[src/rtl/mips_multicycle_core.sv]
// Multi-cycle MIPS-I subset core. One shared datapath (ALU, register file,
// IR/A/B/ALUOut/MDR) is sequenced by a control FSM, and instruction and data
// accesses share a single req/ready memory port that tolerates wait states.
module mips_multicycle_core #(
    parameter int unsigned       ADDR_W   = 32,
    parameter logic [ADDR_W-1:0] RESET_PC = '0,
    parameter int unsigned       CNT_W    = 32
) (
    input  logic              clk,
    input  logic              reset,
    output logic              mem_req,
    output logic              mem_we,
    output logic [ADDR_W-1:0] mem_addr,
    output logic [31:0]       mem_wdata,
    input  logic [31:0]       mem_rdata,
    input  logic              mem_ready,
    output logic [ADDR_W-1:0] pc,
    output logic [31:0]       instruction,
    output logic [31:0]       alu_out,
    output logic [31:0]       reg_write_data,
    output logic [CNT_W-1:0]  retired,
    output logic              halted
);

    localparam logic [2:0] S_FETCH  = 3'd0;
    localparam logic [2:0] S_DECODE = 3'd1;
    localparam logic [2:0] S_EXEC   = 3'd2;
    localparam logic [2:0] S_MEM    = 3'd3;
    localparam logic [2:0] S_WB     = 3'd4;
    localparam logic [2:0] S_HALT   = 3'd5;

    localparam logic [5:0] OP_RTYPE = 6'h00;
    localparam logic [5:0] OP_J     = 6'h02;
    localparam logic [5:0] OP_BEQ   = 6'h04;
    localparam logic [5:0] OP_ADDI  = 6'h08;
    localparam logic [5:0] OP_LW    = 6'h23;
    localparam logic [5:0] OP_SW    = 6'h2B;

    localparam logic [5:0] F_SLL = 6'h00;
    localparam logic [5:0] F_ADD = 6'h20;
    localparam logic [5:0] F_SUB = 6'h22;
    localparam logic [5:0] F_AND = 6'h24;
    localparam logic [5:0] F_OR  = 6'h25;
    localparam logic [5:0] F_SLT = 6'h2A;

    logic [2:0]  state;
    logic [2:0]  state_next;
    logic        retire;
    logic        transfer;
    logic [31:0] a_reg;
    logic [31:0] b_reg;
    logic [31:0] mdr;
    logic [31:0] rf [32];

    logic [5:0]  op;
    logic [4:0]  rs;
    logic [4:0]  rt;
    logic [4:0]  rd;
    logic [4:0]  shamt;
    logic [5:0]  funct;
    logic [31:0] sext_imm;
    logic [31:0] rs_val;
    logic [31:0] rt_val;
    logic [4:0]  dest;
    logic [31:0] pc_ext;
    logic [31:0] jump_target;
    logic [31:0] alu_result;
    logic        funct_ok;
    logic        op_legal;
    logic [ADDR_W-1:0] addr_sel;

    assign op       = instruction[31:26];
    assign rs       = instruction[25:21];
    assign rt       = instruction[20:16];
    assign rd       = instruction[15:11];
    assign shamt    = instruction[10:6];
    assign funct    = instruction[5:0];
    assign sext_imm = {{16{instruction[15]}}, instruction[15:0]};

    // r0 is hard-wired to zero on the read side; writes to it are also dropped
    assign rs_val = (rs == 5'd0) ? '0 : rf[rs];
    assign rt_val = (rt == 5'd0) ? '0 : rf[rt];

    assign dest           = (op == OP_RTYPE) ? rd : rt;
    assign reg_write_data = (op == OP_LW) ? mdr : alu_out;

    // jump keeps the top nibble of pc+4; narrower PCs simply drop the high bits
    assign pc_ext      = 32'(pc);
    assign jump_target = {pc_ext[31:28], instruction[25:0], 2'b00};

    assign funct_ok = (funct == F_ADD) || (funct == F_SUB) || (funct == F_AND) ||
                      (funct == F_OR)  || (funct == F_SLT) || (funct == F_SLL);
    assign op_legal = ((op == OP_RTYPE) && funct_ok) || (op == OP_LW) ||
                      (op == OP_SW) || (op == OP_BEQ) || (op == OP_ADDI);

    assign transfer  = mem_req && mem_ready;
    assign addr_sel  = (state == S_MEM) ? alu_out[ADDR_W-1:0] : pc;
    assign mem_addr  = {addr_sel[ADDR_W-1:2], 2'b00};
    assign mem_wdata = b_reg;
    assign halted    = (state == S_HALT);

    // R-type ALU operation selected by funct
    always_comb begin
        alu_result = '0;
        case (funct)
            F_ADD:   alu_result = a_reg + b_reg;
            F_SUB:   alu_result = a_reg - b_reg;
            F_AND:   alu_result = a_reg & b_reg;
            F_OR:    alu_result = a_reg | b_reg;
            F_SLT:   alu_result = {31'd0, $signed(a_reg) < $signed(b_reg)};
            F_SLL:   alu_result = b_reg << shamt;
            default: alu_result = '0;
        endcase
    end

    // control FSM sequencing and retire-event generation
    always_comb begin
        state_next = state;
        retire     = 1'b0;
        case (state)
            S_FETCH: begin
                if (transfer) state_next = S_DECODE;
            end
            S_DECODE: begin
                if (op == OP_J) begin
                    state_next = S_FETCH;
                    retire     = 1'b1;
                end else if (op_legal) begin
                    state_next = S_EXEC;
                end else begin
                    state_next = S_HALT;
                end
            end
            S_EXEC: begin
                if (op == OP_BEQ) begin
                    state_next = S_FETCH;
                    retire     = 1'b1;
                end else if ((op == OP_LW) || (op == OP_SW)) begin
                    state_next = S_MEM;
                end else begin
                    state_next = S_WB;
                end
            end
            S_MEM: begin
                if (transfer) begin
                    if (op == OP_SW) begin
                        state_next = S_FETCH;
                        retire     = 1'b1;
                    end else begin
                        state_next = S_WB;
                    end
                end
            end
            S_WB: begin
                state_next = S_FETCH;
                retire     = 1'b1;
            end
            S_HALT:  state_next = S_HALT;
            default: state_next = S_FETCH;
        endcase
    end

    // state, holding registers, PC, request flags and retire counter
    always_ff @(posedge clk) begin
        if (!reset) begin
            state       <= S_FETCH;
            pc          <= RESET_PC;
            instruction <= '0;
            a_reg       <= '0;
            b_reg       <= '0;
            alu_out     <= '0;
            mdr         <= '0;
            retired     <= '0;
            mem_req     <= 1'b0;
            mem_we      <= 1'b0;
        end else begin
            state <= state_next;
            // request is registered from the next state so it is already up
            // in the first FETCH/MEM cycle and holds until the transfer edge
            mem_req <= (state_next == S_FETCH) || (state_next == S_MEM);
            mem_we  <= (state_next == S_MEM) && (op == OP_SW);
            if (retire) retired <= retired + CNT_W'(1);
            case (state)
                S_FETCH: begin
                    if (transfer) begin
                        instruction <= mem_rdata;
                        pc          <= pc + ADDR_W'(4);
                    end
                end
                S_DECODE: begin
                    a_reg   <= rs_val;
                    b_reg   <= rt_val;
                    alu_out <= pc_ext + (sext_imm << 2);
                    if (op == OP_J) pc <= jump_target[ADDR_W-1:0];
                end
                S_EXEC: begin
                    if (op == OP_RTYPE) begin
                        alu_out <= alu_result;
                    end else if ((op == OP_LW) || (op == OP_SW) || (op == OP_ADDI)) begin
                        alu_out <= a_reg + sext_imm;
                    end else if ((op == OP_BEQ) && (a_reg == b_reg)) begin
                        pc <= alu_out[ADDR_W-1:0];
                    end
                end
                S_MEM: begin
                    if (transfer && (op == OP_LW)) mdr <= mem_rdata;
                end
                default: ;
            endcase
        end
    end

    // register file write port; contents are deliberately not reset
    always_ff @(posedge clk) begin
        if (reset && (state == S_WB) && (dest != 5'd0)) begin
            rf[dest] <= reg_write_data;
        end
    end

endmodule

[config.mk]
export PLATFORM = sky130hd
export DESIGN_NAME = mips_multicycle_core
export DESIGN_NICKNAME = d
export VERILOG_FILES = /design/src/rtl/mips_multicycle_core.sv
export SDC_FILE = /design/constraint.sdc
export NUM_CORES = 2
export LEC_CHECK = 0
export BUFFER_PORTS_ARGS = -buffer_cell sky130_fd_sc_hd__buf_2
export CORE_MARGIN = 8
export CORE_UTILIZATION = 50
export CTS_BUF_LIST = sky130_fd_sc_hd__clkbuf_8
export CTS_CLUSTER_DIAMETER = 50
export CTS_CLUSTER_SIZE = 16
export DETAILED_ROUTE_END_ITERATION = 16
export GPL_ROUTABILITY_DRIVEN = 0
export PLACE_DENSITY_LB_ADDON = 0.25
export SYNTH_ARGS = -nofsm -noshare
export SYNTH_HDL_FRONTEND = slang
export SYNTH_SLANG_ARGS = --single-unit
[constraint.sdc]
create_clock -name clk -period 4.7 [get_ports clk]
set_input_delay 1.175 -clock clk [delete_from_list [all_inputs] [get_ports clk]]
set_output_delay 1.175 -clock clk [all_outputs]
set_load 0.02 [all_outputs]
==> flow_summary.ini <==
[floorplanning]
die_w_um = 382
num_io_pins = 262
die_h_um = 382
initial_core_util = 0.502
die_area_um2 = 146000
std_cell_rows = 134
coreArea_um2 = 133000

[power_and_ir_drop]
p_sw_mw = 8.78
ir_drop_uv = 239
pwr-share-seq = 0.494
clock_power_share = 0.267
leakage_nw = 24.5
p_int_mw = 18.0
switching_share = 0.328
pwr_density_cell_nw_per_um2 = 360
power_frac_comb = 0.239

[layout]
nets = 5148
n_fill_cell = 10600
regMostFlops = rf
layoutNonFillerInstCount = 6822
multi_input_area_um2 = 30200
drive_gt1_frac = 0.288
area_delta_synth_final_pct = 11.2
register_area_um2 = 35600
largest_reg_flops = 1024
fin_util = 0.559

[global_routing]
grt_max_degree = 95
first_global_vias = 46000
grt_pass1_wl_mm = 333
grt-ovfl-total = 0
grtUsageTotal = 0.312
grt_antenna_before_repair = 28

[synthesis]
yosysMostFrequentCell = edfxtp_1
yosysWarningCount = 0
synth_cell_types = 92
synth_area_per_cell_um2 = 14.3
yosysTopAreaCell = edfxtp_1
synth_edf_count = 1024
synth_seq_cells = 1263
synthTopCellsByArea = edfxtp_1 (46%), mux4_2 (22%), dfxtp_1 (7.2%), ha_1 (3.0%), a21oi_1 (2.5%)
synth_top_area_share = 0.460
netlist_area_um2 = 66900
synth_common_cells = edfxtp_1 (1,024), mux4_2 (660), nor2_1 (375)
synth.yosys.seq_area_share = 0.532
synth_flop_cell = edfxtp_1
async_reset_ff_frac = 0
synthCells = 4667

[flow_run]
cap_violations = 0

[worst_setup_path]
cp.required_ps = 3520
crit_path_start_kind = flip-flop
worst_setup_path_end_kind = primary output
criticalPathCategory = reg -> out
worstPathArrival_ps = 3300
worstPathMaxFanout = 33

[timing]
min_period_ps = 4480
rsz0062_at_grt = no
max_slew_margin = 0.197
fmax_mhz = 223
setup_viol = 0
max_slew.worst_pin.slew_ps = 1190
fin_crit_sh = 0.952
fin_skew_ps = 70.1
worst_hold_slack_ps = 457
slew_viol_final = 0
finalHoldViolCount = 0

[clock_network]
cts_tree = built
clock-root-buffer = clkbuf_8
clock_latency_ps = 900
cts_sinks = 1263
clk_pin_slew_ps = 80
clockBufferDepth = 3
cts_buffers = 118
cts-htree-levels = 3

[route]
drt-total-wl_mm = 234
routedWlPerCell_um = 34.3
drt_iter0_markers = 7397
drc_errors = 0
firstDrtPassIters = 9
via_per_inst = 7.02
antenna_left = 0
num_vias = 47900

[place]
dp_cells = 6597
dp.final_hpwl_mm = 157
io_buffer_count = 259

[run_status]
status = finished, final reports clean

[hold_path]
hp-class = reg -> reg
==> metal layers <==
metal	GRT usage	routed length [um]	vias to the layer above	part of all wire
met3	0.0973	31600	821	0.14
met2	0.475	105000	3646	0.45
li1	-	-	19200	-
met1	0.404	82800	24100	0.35
met4	0.157	14500	22	0.062
met5	0	137	-	0.00059
==> final timing paths <==
| check | start | end | depth (start not counted) | slack (ps) |
|---|---|---|---|---|
| setup / recovery | instruction[28]$_SDFFE_PN0P_ | reg_write_data[19] | 6 | 220 |
| setup reg to reg | mem_wdata[14]$_SDFFE_PN0P_ | alu_out[29]$_SDFFE_PN0P_ | 12 | 280 |
| hold reg to reg | mdr[24]$_SDFFE_PN0P_ | mdr[24]$_SDFFE_PN0P_ | 2 | 460 |
| hold / removal | mdr[24]$_SDFFE_PN0P_ | mdr[24]$_SDFFE_PN0P_ | 2 | 460 |
==> worst max-delay path, cell delays in order (launching register included) <==
cell      delay [ps]
dfxtp_1          420
nand4b_1         250
nand2b_1         270
nor2_4           250
buf_12           180
mux2_2           700
buf_2            300
==> through the flow <==
stage	power (mW)	setup WS [ps]	cell area (um^2)	setup TNS (ps)
2_1_floorplan	17.2	536	67000	0
3_3_place_gp	19.6	559	71700	0
3_5_place_dp	19.7	548	71700	0
4_1_cts	26.7	-47.5	74300	-279
6_report	26.8	225	74400	0
5_1_grt	27.6	80.8	74300	0
==> placed cells by master, fill, tap and decap left out, types with 39 or more instances in the layout <==
cell type / netlist / layout
buf_2: 12 / 259
edfxtp_1: 1024 / 1024
buf_12: 0 / 58
mux4_2: 660 / 660
a21oi_1: 334 / 334
mux2i_1: 106 / 106
nand2_1: 324 / 324
nor3_1: 55 / 53
ha_1: 158 / 158
inv_1: 114 / 128
a221oi_1: 43 / 43
buf_4: 2 / 130
mux2_2: 71 / 59
a21o_1: 42 / 42
o21ai_0: 160 / 160
xnor2_1: 60 / 60
nand3_1: 59 / 59
nor2_1: 375 / 345
clkbuf_8: 0 / 119
xor2_1: 39 / 39
dfxtp_1: 239 / 225
==> repair_timing <==
action | 4_1_cts | 5_1_grt
pin swaps | 0 | 1
setup buffers | 0 | 2
endpoints found under the setup margin | 17 | 15
resized for setup | 9 | 3
hold buffers | 0 | 0
==> power by group through the flow <==
| stage | Combinational, mW | Sequential (mW) | Clock, mW |
|---|---|---|---|
| 6_report | 6.39 | 13.2 | 7.15 |
| 5_1_grt | 6.68 | 13.2 | 7.63 |
| 4_1_cts | 6.25 | 13.2 | 7.24 |
| 3_5_place_dp | 6.22 | 13.4 | 0 |
| 3_3_place_gp | 6.17 | 13.5 | 0 |
| 2_1_floorplan | 3.99 | 13.2 | 0 |
==> final cells by class <==
class / instances / share of cell area
flip-flops and latches: 1263 / 0.478
multi-input cells: 3005 / 0.406
repair buffers: 447 / 0.0462
well taps: 1768 / 0.0297
clock buffers: 119 / 0.0220
clock inverters: 91 / 0.0118
inverters: 116 / 0.00592
diodes: 13 / 0.000437
==> kinds of logic (layout without fill, tap and decap cells) <==
kind of cell	after synthesis	count (layout)	synth area share
AND/OR/NAND/NOR	1002	1002	0.0672
other	1	47	0.0000561
adder cells (fa/ha/maj)	162	162	0.0308
buffers and inverters	432	773	0.0248
XOR/XNOR	99	99	0.0130
flip-flops	1263	1263	0.532
AO/OA/AOI/OAI	871	871	0.0824
multiplexers	837	837	0.250
Power figures use the tool's default switching activity.
